$ cat config.mk
export PLATFORM = sky130hd
export DESIGN_NAME = commit_unit
export DESIGN_NICKNAME = d
export VERILOG_FILES = /design/src/rtl/commit_unit.sv
export SDC_FILE = /design/constraint.sdc
export NUM_CORES = 1
export LEC_CHECK = 0
export CAP_MARGIN = 10
export CORE_MARGIN = 4
export CORE_UTILIZATION = 36
export CTS_CLUSTER_DIAMETER = 60
export CTS_CLUSTER_SIZE = 20
export DETAILED_ROUTE_END_ITERATION = 8
export MAX_ROUTING_LAYER = met4
export SLEW_MARGIN = 10
export SYNTH_ARGS = -nofsm -noshare
export SYNTH_HDL_FRONTEND = slang
export SYNTH_SLANG_ARGS = --single-unit
$ cat constraint.sdc
create_clock -name clk -period 7.3 [get_ports clk]
set_clock_uncertainty 0.1 [all_clocks]
set_input_delay 1.46 -clock clk [delete_from_list [all_inputs] [get_ports clk]]
set_output_delay 1.46 -clock clk [all_outputs]
set_load 0.05 [all_outputs]
$ cat src/rtl/commit_unit.sv
// In-order commit/writeback stage for a fine-grained multithreaded pipeline:
// per-thread PC tracking, replay, register writes, redirects and a store queue.
module commit_unit #(
    parameter int N_THREADS = 8,
    parameter int XLEN = 32,
    parameter int PADDR_W = 20,
    parameter int SQ_DEPTH = 4,
    parameter logic [XLEN-1:0] RESET_PC = 'h1000
) (
    input  logic                                clk,
    input  logic                                rst,
    input  logic                                wb_valid,
    input  logic [$clog2(N_THREADS)-1:0]        wb_thread,
    input  logic [XLEN-1:0]                     wb_pc,
    input  logic                                wb_isvalid,
    input  logic                                wb_flag_reg,
    input  logic                                wb_flag_mul,
    input  logic [4:0]                          wb_dst,
    input  logic [XLEN-1:0]                     wb_data,
    input  logic [XLEN-1:0]                     wb_mul,
    input  logic [XLEN-1:0]                     wb_r2,
    input  logic                                wb_flag_jump,
    input  logic                                wb_flag_branch,
    input  logic                                wb_isequal,
    input  logic                                wb_flag_store,
    input  logic                                wb_flag_isbyte,
    output logic [N_THREADS*XLEN-1:0]           pc_o,
    output logic                                rf_wen,
    output logic [$clog2(N_THREADS)-1:0]        rf_thread,
    output logic [4:0]                          rf_addr,
    output logic [XLEN-1:0]                     rf_wdata,
    output logic                                st_valid,
    input  logic                                st_ready,
    output logic [PADDR_W-1:0]                  st_addr,
    output logic [XLEN-1:0]                     st_data,
    output logic                                st_isbyte,
    output logic [$clog2(SQ_DEPTH+1)-1:0]       sq_count
);

    localparam int TID_W = $clog2(N_THREADS);
    localparam int CNT_W = $clog2(SQ_DEPTH + 1);
    localparam int PTR_W = (SQ_DEPTH > 1) ? $clog2(SQ_DEPTH) : 1;
    localparam logic [PTR_W-1:0] LAST_PTR = PTR_W'(SQ_DEPTH - 1);
    localparam logic [CNT_W-1:0] FULL_CNT = CNT_W'(SQ_DEPTH);

    logic [XLEN-1:0]    pc         [N_THREADS];
    logic [XLEN-1:0]    waiting_pc [N_THREADS];

    logic [PADDR_W-1:0] sq_addr    [SQ_DEPTH];
    logic [XLEN-1:0]    sq_data    [SQ_DEPTH];
    logic               sq_isbyte  [SQ_DEPTH];
    logic [PTR_W-1:0]   head;
    logic [PTR_W-1:0]   tail;
    logic [CNT_W-1:0]   count;

    logic [XLEN-1:0]    cur_wpc;
    logic [XLEN-1:0]    next_pc;
    logic               match;
    logic               sq_full;
    logic               commit;
    logic               replay;
    logic               taken;
    logic               push;
    logic               pop;
    logic               rf_write;

    function automatic logic [PTR_W-1:0] ptr_inc(input logic [PTR_W-1:0] p);
        return (p == LAST_PTR) ? '0 : p + PTR_W'(1);
    endfunction

    // Fullness is judged on the pre-pop count: a draining head never makes room
    // for a same-cycle push, so a store against a full queue always replays.
    always_comb begin
        cur_wpc  = waiting_pc[wb_thread];
        match    = wb_valid && (wb_pc == cur_wpc);
        sq_full  = (count == FULL_CNT);
        commit   = match && wb_isvalid && !(wb_flag_store && sq_full);
        replay   = match && !commit;
        taken    = wb_flag_jump && (!wb_flag_branch || wb_isequal);
        next_pc  = taken ? wb_data : cur_wpc + XLEN'(4);
        push     = commit && wb_flag_store;
        pop      = (count != '0) && st_ready;
        rf_write = commit && wb_flag_reg && (wb_dst != 5'd0);
    end

    always_ff @(posedge clk) begin
        if (rst) begin
            for (int i = 0; i < N_THREADS; i++) begin
                pc[i]         <= RESET_PC;
                waiting_pc[i] <= RESET_PC;
            end
        end else if (commit) begin
            pc[wb_thread]         <= next_pc;
            waiting_pc[wb_thread] <= next_pc;
        end else if (replay) begin
            pc[wb_thread] <= cur_wpc;
        end
    end

    always_ff @(posedge clk) begin
        if (rst) begin
            rf_wen    <= 1'b0;
            rf_thread <= '0;
            rf_addr   <= '0;
            rf_wdata  <= '0;
        end else begin
            rf_wen <= rf_write;
            if (rf_write) begin
                rf_thread <= wb_thread;
                rf_addr   <= wb_dst;
                rf_wdata  <= wb_flag_mul ? wb_mul : wb_data;
            end
        end
    end

    // Store queue handshake: the head is offered while st_valid is high and
    // leaves the queue on any cycle where st_valid && st_ready; until then the
    // head fields stay stable. st_ready with an empty queue is ignored.
    always_ff @(posedge clk) begin
        if (push) begin
            sq_addr[tail]   <= wb_data[PADDR_W-1:0];
            sq_data[tail]   <= wb_r2;
            sq_isbyte[tail] <= wb_flag_isbyte;
        end
    end

    always_ff @(posedge clk) begin
        if (rst) begin
            head  <= '0;
            tail  <= '0;
            count <= '0;
        end else begin
            if (push) tail <= ptr_inc(tail);
            if (pop)  head <= ptr_inc(head);
            case ({push, pop})
                2'b10:   count <= count + CNT_W'(1);
                2'b01:   count <= count - CNT_W'(1);
                default: count <= count;
            endcase
        end
    end

    always_comb begin
        pc_o = '0;
        for (int i = 0; i < N_THREADS; i++) begin
            pc_o[i*XLEN +: XLEN] = pc[i];
        end
    end

    assign sq_count  = count;
    assign st_valid  = (count != '0);
    assign st_addr   = st_valid ? sq_addr[head]   : '0;
    assign st_data   = st_valid ? sq_data[head]   : '0;
    assign st_isbyte = st_valid ? sq_isbyte[head] : 1'b0;

    logic unused_tid_w;
    assign unused_tid_w = (TID_W == 0);

endmodule
==> impl_metrics.json <==
{
  "status": "finished clean",
  "drive_gt1_frac": 0.1416,
  "postCtsSetupBuffers": 0,
  "post_synth_num_cell_types": 85,
  "postLayoutCoreUtil": 0.4649,
  "cellInternalPower_w": 0.007167,
  "fmax_ghz": 0.1673,
  "startpoint_to_endpoint_class_of_the_critical_path": "input pin to flip-flop",
  "ys_top_cells_by_area": "edfxtp_1, mux4_2, nor2_1, dfxtp_1, mux2_2",
  "yosysMostFrequentCell": "edfxtp_1",
  "grt_first_pass_wirelength_mm": 166.5,
  "total_switching_power_w": 0.002613,
  "post-synth-top-area-cell": "edfxtp_1",
  "post-place-ws_ns": 0.8916,
  "postRouteWirelength_mm": 117.3,
  "multiInputGateArea_um2": 9529,
  "detail_route.drc_violations": 0,
  "synthesis.nets": 2510,
  "initial_core_util": 0.3648,
  "fp.dieH_um": 310.9,
  "rsz0062_at_grt": "false",
  "worst_hold_path_stage_count": 2,
  "cts_made_buffers": 67,
  "max_slew_violations": 0,
  "clockRootBuffer": "clkbuf_16",
  "detailedRoute.firstIterationViolations": 3074,
  "timing.hold.worst.class": "flip-flop to flip-flop",
  "finish.net_count": 3014,
  "clockPowerShare": 0.388,
  "worst_pin_slew_ns": 1.128,
  "pre_antenna_drt_iters": 6,
  "hold_ws_ns": 0.3495,
  "routabilityCongestion": 0.9688,
  "post-synth-top-area-fraction": 0.6581,
  "hold_viol": 0,
  "post_synth.cell_area_avg_um2": 14.03,
  "grt_start_max_net_pins": 58,
  "ys_ff_latch": 774,
  "route.antenna.remaining_nets": 0,
  "cellPowerDensity_nw_per_um2": 232.3,
  "clock_insertion_delay_worst_skew_ns": 0.65,
  "cts.htree.levels": 3,
  "floorplan.core_area_um2": 90560,
  "final_cells": 4090,
  "synth-seq-area-share": 0.6884,
  "die_area_um2": 96680,
  "seq_area_um2": 22750,
  "ir_worst_vdd_uv": 163.9,
  "finalSetupViolations": 0,
  "routed-via-count": 22680,
  "cts_tree": "yes",
  "global_route.overflow_total": 0,
  "worstRegToRegCells": 10,
  "numClockSinks": 774,
  "number_of_fillers_in_the_final_layout": 7978,
  "crit_path_start_kind": "input pin",
  "sequentialPowerShare": 0.507,
  "synthesis_to_finish_area_growth_pct": 27.44,
  "pin_count": 502,
  "syn-cell-area_um2": 33040,
  "drt-vias-per-instance": 5.546,
  "combinationalPowerShare": 0.106,
  "sw_frac_of_total": 0.2672,
  "min_period_over_period": 0.8186,
  "critPathRequiredTime_ns": 7.56,
  "dominantRegCellSynth": "edfxtp_1",
  "post_drt_wl_per_cell_um": 28.68,
  "setup-tns-final_ns": 0,
  "power.static_leakage_nw": 14.02,
  "clk_pin_slew_ns": 0.07,
  "worstSetupEndpointType": "flip-flop",
  "detailed_place_hpwl_mm": 81.76,
  "arrival_ns": 6.24,
  "cts_hold_repair.buffers": 0,
  "async_flop_share": 0,
  "synth_edf_count": 724,
  "yosys_warning_count": 0,
  "relSlewSlack": 0.2480,
  "placementRows": 110,
  "cell_count_after_synthesis": 2354,
  "synth_commonest_cells": "edfxtp_1, nor2_1, nand2_1",
  "grt_usage": 0.2433,
  "buffer_ports.inserted": 501,
  "die-width_um": 310.9,
  "largest_fanout_of_any_net_on_the_critical_path": 57,
  "grt_pass1_vias": 22510,
  "antenna_found_initial": 5,
  "max_cap_viol_count": 0,
  "final.min_clock_period_ns": 5.976,
  "dpl.cell_count": 3965,
  "clock_tree.buffer_depth": 3,
  "cts-resized-gates": 0,
  "postLayoutSetupSlackWorst_ns": 1.324
}
-- area by class of cell --
cell class              count  share of cell area
flip-flops and latches    774              0.5403
inverters                  23            0.002051
well taps                1176             0.03495
clock inverters            48             0.01450
repair buffers            600              0.1413
diodes                      5           0.0002972
multi-input cells        1392              0.2263
clock buffers              72             0.04027
-- flip-flops by register name, indices dropped and copies added, names as in the netlist, named ones only --
register    cells
waiting_pc    256
rf_thread       3
rf_wen          1
sq_data       128
head            2
sq_addr        80
pc            256
rf_addr         5
sq_isbyte       4
rf_wdata       32
sq_count        3
tail            2
-- metal layers --
layer,track usage,vias to the layer above,part of all wire
met3,0.05621,195,0.093
met5,-,-,0
met4,0.07208,0,0.031
li1,-,9681,-
met2,0.3853,1174,0.48
met1,0.3147,11630,0.40
-- layout by cell type, fill, tap and decap left out, types with 12 or more instances in the layout --
cell and n:
mux4_2 91, xnor2_1 33, and2_1 72, and3_1 14, nor3_1 33, nand3_1 12, a21oi_1 78, mux2_2 47
nor2_1 522, nand4_1 19, nand2b_1 20, a22oi_1 13, or3_1 19, edfxtp_1 724, o22a_1 14, clkbuf_16 67
inv_1 21, xor2_1 18, nand2_1 135, mux2i_1 42, a31oi_1 18, o21ai_0 19, buf_4 84, clkdlybuf4s50_1 496
dfxtp_1 48, buf_12 17
-- per-stage QoR --
stage                     total power, W  instance area (um2)
after global placement          0.006075                39780
after CTS                       0.009842                42090
after global routing             0.01008                42100
after detailed placement        0.006082                39780
final                           0.009780                42100
after floorplan                 0.005592                33040
-- power by group through the flow --
stage | combinational (W) | clock, W | sequential, W
detailed placement | 0.00103 | 0 | 0.00506
CTS | 0.00103 | 0.00386 | 0.00496
floorplan | 0.000367 | 0 | 0.00523
finish | 0.00104 | 0.00379 | 0.00495
global route | 0.00107 | 0.00404 | 0.00496
global placement | 0.00102 | 0 | 0.00505
-- logic make-up (layout without fill, tap and decap cells) --
| logic type | Yosys count | in the layout | synth area share |
|---|---|---|---|
| AO/OA/AOI/OAI | 236 | 236 | 0.04924 |
| XOR/XNOR | 51 | 51 | 0.01352 |
| adder cells (fa/ha/maj) | 8 | 8 | 0.003257 |
| buffers and inverters | 188 | 743 | 0.02560 |
| flip-flops | 774 | 774 | 0.6884 |
| multiplexers | 186 | 186 | 0.09434 |
| other | 0 | 5 | 0 |
| AND/OR/NAND/NOR | 911 | 911 | 0.1257 |
-- path summary, 6_finish.rpt --
kind | startpoint | slack, ns | to
max reg2reg | waiting_pc[3][6] | 2.63 | pc[4][31]
min reg2reg | rf_wdata[1] | 0.35 | rf_wdata[1]
min | rf_wdata[1] | 0.35 | rf_wdata[1]
max | wb_thread[1] | 1.32 | pc[4][31]
-- critical path: stages --
cell and delay, ns:
buf_4 0.54, buf_12 0.32, mux2_2 0.37, a221o_1 0.29, a221o_1 0.44, xor2_1 0.19
a2111oi_0 0.45, buf_4 0.20, and3b_1 0.19, buf_4 0.25, nand4_4 0.24, buf_4 0.50
nor3_1 0.62
Note: power is estimated with default switching activity, not from simulation.
